`config.mk`:
```
export PLATFORM = sky130hd
export DESIGN_NAME = dma_channel_engine
export DESIGN_NICKNAME = d
export VERILOG_FILES = /design/src/rtl/dma_channel_engine.sv
export SDC_FILE = /design/constraint.sdc
export NUM_CORES = 1
export LEC_CHECK = 0
export BUFFER_PORTS_ARGS = -buffer_cell sky130_fd_sc_hd__buf_2
export CAP_MARGIN = 10
export CORE_ASPECT_RATIO = 2
export CORE_UTILIZATION = 42
export DETAILED_ROUTE_END_ITERATION = 8
export MAX_ROUTING_LAYER = met4
export PLACE_DENSITY = 0.66
export SKIP_CTS_REPAIR_TIMING = 1
export SKIP_LAST_GASP = 1
export SYNTH_ARGS = -nofsm -noshare
export SYNTH_HDL_FRONTEND = slang
export SYNTH_SLANG_ARGS = --single-unit
```
`constraint.sdc`:
```
create_clock -name clk -period 6.3 [get_ports clk]
set_input_delay 0.945 -clock clk [delete_from_list [all_inputs] [get_ports clk]]
set_output_delay 0.945 -clock clk [all_outputs]
set_load 0.03 [all_outputs]
```
`src/rtl/dma_channel_engine.sv`:
```
// Single-channel 8237-style DMA engine: moves one byte (or word) per device request through the arbiter's DMA master port.
// Word transfers are compiled in with `define DMA_WORD_MODE_EN, which adds the cfg_word input.
module dma_channel_engine #(
   parameter int COUNT_W = 16
) (
   input  logic               clk,
   input  logic               reset_n,
   input  logic [19:0]        cfg_addr,
   input  logic [COUNT_W-1:0] cfg_count,
   input  logic               cfg_dir,
   input  logic               cfg_decrement,
   input  logic               cfg_autoinit,
   input  logic               cfg_start,
   input  logic               cfg_stop,
`ifdef DMA_WORD_MODE_EN
   input  logic               cfg_word,
`endif
   input  logic               dreq,
   output logic               dack,
   input  logic [15:0]        dev_rd_data,
   output logic [15:0]        dev_wr_data,
   output logic               dev_strobe,
   output logic               tc,
   output logic               busy,
   output logic [18:0]        m_addr,
   input  logic [15:0]        m_data_in,
   output logic [15:0]        m_data_out,
   output logic               m_access,
   input  logic               m_ack,
   output logic               m_wr_en,
   output logic [1:0]         m_bytesel
);

   typedef enum logic [2:0] {
      S_IDLE,
      S_WAIT_REQ,
      S_BUS,
      S_XFER,
      S_COMPLETE
   } state_t;

   state_t               state_q, state_d;
   logic [19:0]          addr_q, addr_d;
   logic [COUNT_W-1:0]   count_q, count_d;
   logic                 dir_q, dir_d;
   logic                 dec_q, dec_d;
   logic                 auto_q, auto_d;
   logic                 word_q, word_d;
   logic                 stop_q, stop_d;
   logic                 dack_q, dack_d;
   logic [15:0]          dev_wr_q, dev_wr_d;
   logic                 strobe_q, strobe_d;
   logic                 tc_q, tc_d;
   logic                 busy_q, busy_d;
   logic [18:0]          m_addr_q, m_addr_d;
   logic [15:0]          m_dout_q, m_dout_d;
   logic                 m_acc_q, m_acc_d;
   logic                 m_wr_q, m_wr_d;
   logic [1:0]           m_bs_q, m_bs_d;

   logic                 word_sel;
   logic [19:0]          step;
   logic                 stop_now;
   logic                 unused_rd_hi;

`ifdef DMA_WORD_MODE_EN
   assign word_sel = cfg_word;
`else
   assign word_sel = 1'b0;
`endif

   assign step         = word_q ? 20'd2 : 20'd1;
   assign stop_now     = stop_q | cfg_stop;
   assign unused_rd_hi = ^dev_rd_data[15:8];

   always_ff @(posedge clk) begin
      if (!reset_n) begin
         state_q  <= S_IDLE;
         addr_q   <= '0;
         count_q  <= '0;
         dir_q    <= 1'b0;
         dec_q    <= 1'b0;
         auto_q   <= 1'b0;
         word_q   <= 1'b0;
         stop_q   <= 1'b0;
         dack_q   <= 1'b0;
         dev_wr_q <= '0;
         strobe_q <= 1'b0;
         tc_q     <= 1'b0;
         busy_q   <= 1'b0;
         m_addr_q <= '0;
         m_dout_q <= '0;
         m_acc_q  <= 1'b0;
         m_wr_q   <= 1'b0;
         m_bs_q   <= '0;
      end else begin
         state_q  <= state_d;
         addr_q   <= addr_d;
         count_q  <= count_d;
         dir_q    <= dir_d;
         dec_q    <= dec_d;
         auto_q   <= auto_d;
         word_q   <= word_d;
         stop_q   <= stop_d;
         dack_q   <= dack_d;
         dev_wr_q <= dev_wr_d;
         strobe_q <= strobe_d;
         tc_q     <= tc_d;
         busy_q   <= busy_d;
         m_addr_q <= m_addr_d;
         m_dout_q <= m_dout_d;
         m_acc_q  <= m_acc_d;
         m_wr_q   <= m_wr_d;
         m_bs_q   <= m_bs_d;
      end
   end

   always_comb begin
      state_d  = state_q;
      addr_d   = addr_q;
      count_d  = count_q;
      dir_d    = dir_q;
      dec_d    = dec_q;
      auto_d   = auto_q;
      word_d   = word_q;
      stop_d   = stop_q;
      dack_d   = dack_q;
      dev_wr_d = dev_wr_q;
      strobe_d = 1'b0;
      tc_d     = 1'b0;
      busy_d   = busy_q;
      m_addr_d = m_addr_q;
      m_dout_d = m_dout_q;
      m_acc_d  = m_acc_q;
      m_wr_d   = m_wr_q;
      m_bs_d   = m_bs_q;

      unique case (state_q)
         S_IDLE: begin
            if (cfg_start && !cfg_stop) begin
               addr_d  = word_sel ? {cfg_addr[19:1], 1'b0} : cfg_addr;
               count_d = cfg_count;
               dir_d   = cfg_dir;
               dec_d   = cfg_decrement;
               auto_d  = cfg_autoinit;
               word_d  = word_sel;
               stop_d  = 1'b0;
               busy_d  = 1'b1;
               state_d = S_WAIT_REQ;
            end
         end
         S_WAIT_REQ: begin
            if (cfg_stop) begin
               busy_d  = 1'b0;
               state_d = S_IDLE;
            end else if (dreq) begin
               dack_d   = 1'b1;
               m_acc_d  = 1'b1;
               m_addr_d = addr_q[19:1];
               m_bs_d   = word_q ? 2'b11 : (addr_q[0] ? 2'b10 : 2'b01);
               m_wr_d   = ~dir_q;
               // Device->memory data is captured and strobed on the same edge dack rises.
               if (!dir_q) begin
                  strobe_d = 1'b1;
                  m_dout_d = word_q ? dev_rd_data : {2{dev_rd_data[7:0]}};
               end
               state_d = S_BUS;
            end
         end
         S_BUS: begin
            if (cfg_stop) stop_d = 1'b1;
            if (m_ack) begin
               m_acc_d = 1'b0;
               m_wr_d  = 1'b0;
               if (stop_now) begin
                  dack_d  = 1'b0;
                  busy_d  = 1'b0;
                  stop_d  = 1'b0;
                  state_d = S_IDLE;
               end else if (dir_q) begin
                  dev_wr_d = word_q ? m_data_in
                                    : {8'h00, (addr_q[0] ? m_data_in[15:8] : m_data_in[7:0])};
                  strobe_d = 1'b1;
                  state_d  = S_XFER;
               end else begin
                  state_d = S_COMPLETE;
               end
            end
         end
         S_XFER: begin
            if (cfg_stop) stop_d = 1'b1;
            state_d = S_COMPLETE;
         end
         S_COMPLETE: begin
            dack_d = 1'b0;
            if (stop_now) begin
               busy_d  = 1'b0;
               stop_d  = 1'b0;
               state_d = S_IDLE;
            end else if (count_q == '0) begin
               tc_d = 1'b1;
               if (auto_q) begin
                  addr_d  = word_q ? {cfg_addr[19:1], 1'b0} : cfg_addr;
                  count_d = cfg_count;
                  state_d = S_WAIT_REQ;
               end else begin
                  busy_d  = 1'b0;
                  state_d = S_IDLE;
               end
            end else begin
               addr_d  = dec_q ? (addr_q - step) : (addr_q + step);
               count_d = count_q - COUNT_W'(1);
               state_d = S_WAIT_REQ;
            end
         end
         default: state_d = S_IDLE;
      endcase
   end

   assign dack        = dack_q;
   assign dev_wr_data = dev_wr_q;
   assign dev_strobe  = strobe_q;
   assign tc          = tc_q;
   assign busy        = busy_q;
   assign m_addr      = m_addr_q;
   assign m_data_out  = m_dout_q;
   assign m_access    = m_acc_q;
   assign m_wr_en     = m_wr_q;
   assign m_bytesel   = m_bs_q;

endmodule

```
**Word-level counts from Yosys, hierarchy flattened**

Index checks and enable logic that the tools add are counted.

- Register bits: 94
- Input bits: 77
- Output and inout bits: 59
- Logic and storage cells: 114

- Add/subtract/negate cells: 3
- Equal/unequal tests: 16
- Mux-type cells: 52
- Bitwise gates (word level): 6
- Reduce and logical (&&, ||, !) cells: 20

Operator list:

| kind | number |
|---|---|
| $mux W20 | 5 |
| $mux W16 | 4 |
| $pmux W20 S2 | 1 |
| $pmux W16 S2 | 1 |
| $mux W1 | 24 |
| $mux W3 | 8 |
| $add A20 B1 Y20 const B | 1 |
| $sub A20 B1 Y20 const B | 1 |
| $logic_not A16 Y1 | 1 |
| $ne A2 B2 Y1 const B | 8 |
| $reduce_and A4 Y1 | 4 |
| $sub A16 B1 Y16 const B | 1 |
| $pmux W3 S5 | 1 |
| $ne A3 B3 Y1 const B | 4 |
| $reduce_and A3 Y1 | 3 |
| $mux W8 | 1 |
| $pmux W1 S4 | 2 |
| $reduce_bool A4 Y1 | 2 |
| $reduce_and A7 Y1 | 1 |
| $eq A3 B2 Y1 const B | 2 |
| $pmux W1 S2 | 3 |
| $not A1 Y1 | 5 |
| $reduce_and A5 Y1 | 1 |
| $reduce_bool A2 Y1 | 2 |
| 11 further kinds | 11 |

**Logic depth before layout (Yosys ltp)**

Gate-level depths: netlist of run 1.

- Word-level depth: 5
- Mapped depth: 10
- Gate-level depth less buffers: 8

**Worst setup path after synthesis of run 1**

No wires, ideal clock.

- Path type: flip-flop to flip-flop
- Start point: register dec_q
- End point: register addr_q[8]
- Library setup time: 81 ps
- Arrival time: 2299 ps
- Data required time: 6219 ps
- Setup slack: 3921 ps
- Cell stages (with the launch flop): 9
- Path buffers: 0
- Period minus slack after synthesis: 2379 ps
- Path through: dfxtp_1 -> inv_1 -> fa_1 -> nand2b_1 -> a21oi_1 -> nor2_1 -> or2_0 -> a211o_1 -> a41oi_1

- Longest elaborated chain between the ends: 4

RTL lines:

| item | RTL line | text |
|---|---|---|
| start, declared | 46 | `logic dec_q, dec_d;` |
| start signal, assigned | 82 | `dec_q <= 1'b0;` |
| start signal, assigned | 101 | `dec_q <= dec_d;` |
| $mux W20 | 211 | `addr_d = dec_q ? (addr_q - step) : (addr_q + step);` |
| $mux W20 | 200 | `end else if (count_q == '0) begin` |
| $mux W20 | 196 | `if (stop_now) begin` |
| $pmux W20 S2 | 138 | `unique case (state_q)` |
| end signal, assigned | 98 | `addr_q <= addr_d;` |
| end, declared | 43 | `logic [19:0] addr_q, addr_d;` |

No other way between the ends. The select of a mux whose other input is x is not followed.
A chain may end at the register's enable or synchronous reset.

**Final worst setup path of run 1**

- Start point: register dec_q
- End point: register addr_q[19]

The elaborated chain is that of the path after synthesis.

==> metrics.yaml, run 1 <==
post-route-period-util_pct: 49.0
fin_setup_tns_ns: 0
ys.flop_type: "dfxtp_1"
setup_viol: 0
fin_cells: 907
fin_nets: 852
wl_per_cell_um: 17.6
cp_slowest_cell: "dfxtp_1"
grt_pass1_wl_um: 25000
cp.depth: 7
cts_made_buffers: 9
reg2reg_depth: 7
crit_path_end: "addr_q[19]"
drive_above_1_share_pct: 22.7
dp.cells: 890
synthCells: 671
grt_overflow_total: 0
crit_path_start_kind: "flip-flop"
drt_iter0_drc: 276
critPathKind: "reg -> reg"
synth_area_um2: 5290
fill_cells: 1245
gp_congestion: 0.903
ant_nets: 0
slowest_delay_ns: 0.97
skew_ns: 0.00892
clock_latency_ns: 0.36
critPathBufInv: 0
r2r_end: "addr_q[19]"
crit_fanout: 21
hold_viol: 0
grt_use_total_pct: 26.0
end_kind: "flip-flop"
max_slew_margin_pct: 20.3
syn2layout_area_growth_pct: 14.5
synth_top_cell_area_share_pct: 32.6
fin_crit_ns: 3.09
synth_edf_count: 0
clk_path_buf_depth: 2
fin_util_pct: 49.7
drcViolationCount: 0
syn_avg_cell_area_um2: 7.88
grt_max_degree: 49
hpwl_um: 11900
fin_area_um2: 6060
power.density_nw_per_um2: 240
async_flop_share_pct: 0
cts_max_level: 3
cts_tree: "yes"
vias_per_cell: 5.82
num_vias: 5278
synthTopCellsByArea: "dfxtp_1 33%, nand2_1 7.1%, a21oi_1 6.3%"
dpl-instance-area_um2: 5760
numPortBuffers: 119
synth_warnings: 0
hold_class: "reg -> reg"
cts-root-buf: "clkbuf_16"
yosysSeqAreaShare_pct: 32.6
yosysUniqueCellTypes: 74
max_freq_mhz: 324
cp-startpoint: "dec_q"
synth_seq_cells: 86
dieHeight_um: 161
cp_top_family: "compound AO/OA/AOI/OAI gates"
crit_chain: "ha_1, a21oi_2, o21ai_1, a211o_1, a221oi_1, a21oi_1, o31ai_1"
clock_sinks: 86
worst_slew_pin_slew_ns: 1.19
grt_antenna_before_repair: 1
row_count: 57
irDropWorstVdd_mv: 0.172
status: "complete, no violations"
core_area_um2: 12200
fp.dieArea_um2: 13100
critPathRequiredTime_ns: 6.55
maxCapViolations: 0
final_cell_mix: "119 x buf_2, 100 x nand2_1, 86 x dfxtp_1"
final_common_cell: "buf_2"
die_w_um: 81.4
drt-total-wl_um: 16000
grt_pass1_vias: 5174
io-pin-count: 136
rr_startpoint: "dec_q"
drt_pass1_iterations: 5
clk_pin_slew_ns: 0.07
worstPathArrival_ns: 3.34
synth_top_area_cell: "dfxtp_1"
start_util_pct: 43.4
p_leak_uw: 0.00248
rsz0062_at_grt: "no"
r2r_slack_ns: 3.21
slew_viol_final: 0
## cell usage after synthesis (8+ instances only)
| master | n |
|---|---|
| mux2i_1 | 12 |
| inv_1 | 16 |
| clkbuf_1 | 17 |
| o21ai_0 | 25 |
| nor3_1 | 17 |
| dfxtp_1 | 86 |
| nand3_1 | 22 |
| a21oi_2 | 8 |
| o21ai_1 | 19 |
| nor2_1 | 50 |
| a21oi_1 | 67 |
| nand4_1 | 13 |
| a31oi_1 | 8 |
| buf_4 | 21 |
| ha_1 | 20 |
| a21o_1 | 16 |
| a211oi_1 | 17 |
| buf_2 | 12 |
| nand2_1 | 100 |
## how the worst min path moves through the flow
stage / startpoint / endpoint / slack (ns) / cells past startpoint
after CTS: m_addr[15] / m_addr[15] / 0.46 / 2
final: m_addr[15] / m_addr[15] / 0.46 / 2
after global placement: m_addr[0] / m_addr[0] / 0.45 / 2
after global routing: m_addr[4] / m_addr[4] / 0.49 / 2
after detailed placement: m_addr[15] / m_addr[15] / 0.45 / 2
after floorplan: addr_q[11] / m_addr[10] / 0.45 / 2
## through the flow
stage	hold WS (ns)	power (uW)	setup WS, ns
6_report	0.455	1460	3.21
3_5_place_dp	0.447	931	3.06
5_1_grt	0.489	1520	3.03
2_1_floorplan	0.446	848	3.92
4_1_cts	0.457	1460	3.22
3_3_place_gp	0.446	924	3.10
## routing by layer
layer	wire length, um	track usage, %	vias to the layer above	part of all wire, %
li1	-	-	2564	-
met1	5380	23.4	2484	34
met2	8780	47.8	191	55
met3	949	4.43	39	5.9
met4	846	16.2	0	5.3
met5	0	-	-	0
## where the power goes
group | total [uW] | switching, uW | internal, uW
Clock | 534 | 249 | 285
Sequential | 616 | 43.6 | 572
Combinational | 306 | 193 | 113
Total | 1460 | 485 | 970
## cell type report
| type | count | area [um^2] | area share (%) |
|---|---|---|---|
| sequential | 86 | 1720 | 28.4 |
| antenna | 1 | 2.50 | 0.0413 |
| tap | 147 | 184 | 3.04 |
| inverter | 17 | 63.8 | 1.05 |
| timing repair buffer | 123 | 626 | 10.3 |
| clock inverter | 6 | 52.6 | 0.867 |
| multi-input combinational | 517 | 3170 | 52.3 |
| clock buffer | 10 | 239 | 3.94 |
## flip-flops by register name, summed over array words and instances, names as in the netlist
signal       flops
addr_q          20
m_addr          19
count_q         16
dev_wr_data      8
m_data_out       8
state_q          3
m_bytesel        2
auto_q           1
busy             1
dack             1
dec_q            1
dev_strobe       1
dir_q            1
m_access         1
m_wr_en          1
stop_q           1
tc               1
## tightest hold or removal path, cell delays in order (launching register included)
cell     delay (ns)
dfxtp_1        0.31
nand2_1        0.05
a21oi_1        0.05
## cells by family (layout without fill, tap and decap cells)
kind of cell,Yosys count,count (layout),share of synthesized area (%)
adders and majority gates,21,21,5.11
and+or+nand+nor,255,255,23.4
muxes,13,13,2.48
DFF,86,86,32.6
AOI/OAI and AO/OA,212,212,26.9
other,1,9,0.0709
xor gates and xnor gates,8,8,1.32
buffers and inverters,75,156,8.16
(Power assumes the default switching activity.)
==> run 2: changes to the inputs <==
--- a/config.mk
+++ b/config.mk
@@ -5,13 +5,14 @@
 export SDC_FILE = /design/constraint.sdc
 export NUM_CORES = 1
 export LEC_CHECK = 0
+export ABC_AREA = 1
 export BUFFER_PORTS_ARGS = -buffer_cell sky130_fd_sc_hd__buf_2
 export CAP_MARGIN = 10
 export CORE_ASPECT_RATIO = 2
 export CORE_UTILIZATION = 42
 export DETAILED_ROUTE_END_ITERATION = 8
 export MAX_ROUTING_LAYER = met4
-export PLACE_DENSITY = 0.66
+export PLACE_DENSITY = 0.68
 export SKIP_CTS_REPAIR_TIMING = 1
 export SKIP_LAST_GASP = 1
 export SYNTH_ARGS = -nofsm -noshare
==> constraint.sdc (replaced) <==
create_clock -name clk -period 2.56 [get_ports clk]
set_input_delay 0.384 -clock clk [delete_from_list [all_inputs] [get_ports clk]]
set_output_delay 0.384 -clock clk [all_outputs]
set_load 0.03 [all_outputs]
==> run 2 against run 1 <==
Compared with the run above: combinational power up 140%; clock skew down 0.0025 ns; via count up 1.5%; critical path type unchanged; largest power group unchanged; register-to-register slack worse by 2.8 ns; first-iteration DRC count down 41%.
==> metrics.yaml, run 2 <==
hold_class: "in -> reg"
gp_congestion: 0.894
maxCapViolations: 0
cts-root-buf: "clkbuf_16"
power.density_nw_per_um2: 576
final_common_cell: "nand2_1"
yosysUniqueCellTypes: 37
synthTopCellsByArea: "dfxtp_1 33%, nand2_1 16%, nor2_1 10%"
cts_tree: "yes"
synth_area_um2: 5220
r2r_slack_ns: 0.37
critPathKind: "reg -> reg"
io-pin-count: 136
rsz0062_at_grt: "no"
end_kind: "flip-flop"
synth_edf_count: 0
grt_overflow_total: 0
critPathRequiredTime_ns: 2.74
numPortBuffers: 119
syn2layout_area_growth_pct: 17.4
synth_seq_cells: 86
row_count: 57
fp.dieArea_um2: 12900
cts_max_level: 3
hold_slack_ns: 0.266
yosysSeqAreaShare_pct: 33.0
grt_max_degree: 55
clk_pin_slew_ns: 0.07
fin_setup_tns_ns: 0
hold_start: "dev_rd_data[3]"
post-route-period-util_pct: 85.6
r2r_end: "addr_q[18]"
fin_nets: 1022
synth_top_cell_area_share_pct: 33.0
drcViolationCount: 0
drt_pass1_iterations: 4
worstPathArrival_ns: 2.37
grt_use_total_pct: 24.0
clock_latency_ns: 0.34
start_util_pct: 43.1
slew_viol_final: 0
diodes: 0
crit_top_cell: "nand2_1"
p_leak_uw: 0.00315
wl_per_cell_um: 13.3
synthCells: 820
max_slew_margin_pct: 37.2
vias_per_cell: 4.98
worst_slew_pin_slew_ns: 0.941
syn_avg_cell_area_um2: 6.37
status: "complete, no violations"
skew_ns: 0.00641
max_freq_mhz: 456
largest_reg_flops: 20
clk_path_buf_depth: 2
crit_fanout: 19
crit_chain: "buf_4, ha_1, nand2_1, inv_1, a21oi_1, nand3_1, nand2_1, nand2_1, nand2_1, nand3_1, nand2_1, a21oi_1"
async_flop_share_pct: 0
num_vias: 5356
grt_antenna_before_repair: 0
dpl-instance-area_um2: 5840
grt_pass1_wl_um: 23200
drt_iter0_drc: 164
die_w_um: 80.9
final_cell_mix: "219 x nand2_1, 143 x nor2_1, 119 x buf_2"
irDropWorstVdd_mv: 0.360
core_area_um2: 12100
cp_slowest_cell: "dfxtp_1"
drive_above_1_share_pct: 18.2
crit_path_start_kind: "flip-flop"
synth_common_cells: "219 x nand2_1, 143 x nor2_1, 86 x dfxtp_1, 66 x a21oi_1, 61 x inv_1"
setup_viol: 0
hpwl_um: 10900
cp_top_family: "simple AND/OR/NAND/NOR gates"
reg2reg_depth: 12
dieHeight_um: 160
rr_startpoint: "dec_q"
hold_viol: 0
synth_top_area_cell: "dfxtp_1"
fin_area_um2: 6130
fin_crit_ns: 2.19
synth_warnings: 0
critPathBufInv: 2
slowest_delay_ns: 0.33
regMostFlops: "addr_q"
drt-total-wl_um: 14300
yosysMostFrequentCell: "nand2_1"
grt_pass1_vias: 5178
min_delay_path_depth: 3
ys.flop_type: "dfxtp_1"
ant_nets: 0
cts_made_buffers: 9
clock_sinks: 86
min_to: "m_data_out[11]"
run 2: cell types whose count changed after synthesis, moves of 8 or more:
cell      previous run  this run
nor2_1              50       143
nand4_1             13         2
o21ai_1             19         9
o21ai_0             25        59
mux2i_1             12         0
a21oi_2              8         0
a21o_1              16         0
nor3_1              17         4
inv_1               16        61
nand2_1            100       219
nand3_1             22        42
a211oi_1            17         0
run 2: layout make-up:
cell class | count | area (um^2)
repair buffers | 131 | 686
well taps | 147 | 184
clock buffers | 9 | 225
multi-input cells | 626 | 2980
fillers | 1298 | 5990
flip-flops and latches | 86 | 1720
inverters | 70 | 263
clock inverters | 6 | 71.3
run 2: per-stage QoR:
stage | instances | setup WS (ns) | power, uW | util, %
final | 1075 | 0.369 | 3530 | 50.6
after floorplan | 827 | 0.494 | 2040 | -
after detailed placement | 1060 | 0.393 | 2240 | 48.1
after CTS | 1075 | 0.375 | 3570 | 50.6
after global placement | 1060 | 0.414 | 2230 | 48.1
after global routing | 1075 | 0.159 | 3720 | 50.6
run 2: worst register-to-register path: stages (launching register included):
cell and delay, ns:
dfxtp_1 0.33, buf_4 0.25, ha_1 0.34, nand2_1 0.17, inv_1 0.05, a21oi_1 0.13
nand3_1 0.25, nand2_1 0.16, nand2_1 0.06, nand2_1 0.05, nand3_1 0.09, nand2_1 0.10
a21oi_1 0.06
run 2: worst max-delay path by stage:
stage / from / end / slack [ns] / depth (start not counted)
6_report: dec_q / addr_q[18] / 0.37 / 12
5_1_grt: dec_q / addr_q[17] / 0.16 / 12
4_1_cts: dec_q / addr_q[18] / 0.37 / 12
3_5_place_dp: dec_q / addr_q[18] / 0.39 / 12
3_3_place_gp: dec_q / addr_q[18] / 0.41 / 12
2_1_floorplan: dec_q / addr_q[11] / 0.49 / 10
run 2: cell families (layout without fill, tap and decap cells):
family                   after synthesis  count (layout)  synth area share, %
other                                  1               8               0.0718
AO/OA/AOI/OAI                        149             149                 14.8
buffers and inverters                115             216                 10.5
flip-flops                            86              86                 33.0
AND/OR/NAND/NOR                      430             430                 33.5
adder cells (fa/ha/maj)               21              21                 5.17
XOR/XNOR                              18              18                 3.02
run 2: power breakdown:
group / switching (uW) / total (uW) / internal, uW
Clock: 563 / 1320 / 761
Sequential: 58.6 / 1470 / 1410
Combinational: 475 / 743 / 268
Total: 1100 / 3530 / 2440
run 2: per-layer routing:
metal  GRT usage (%)  share of wire (%)  up-vias
li1                -                  -     2806
met1            21.8                 36     2390
met2            45.4                 56      121
met3            3.31                3.1       39
met4            12.9                4.7        0
met5               -                  0        -
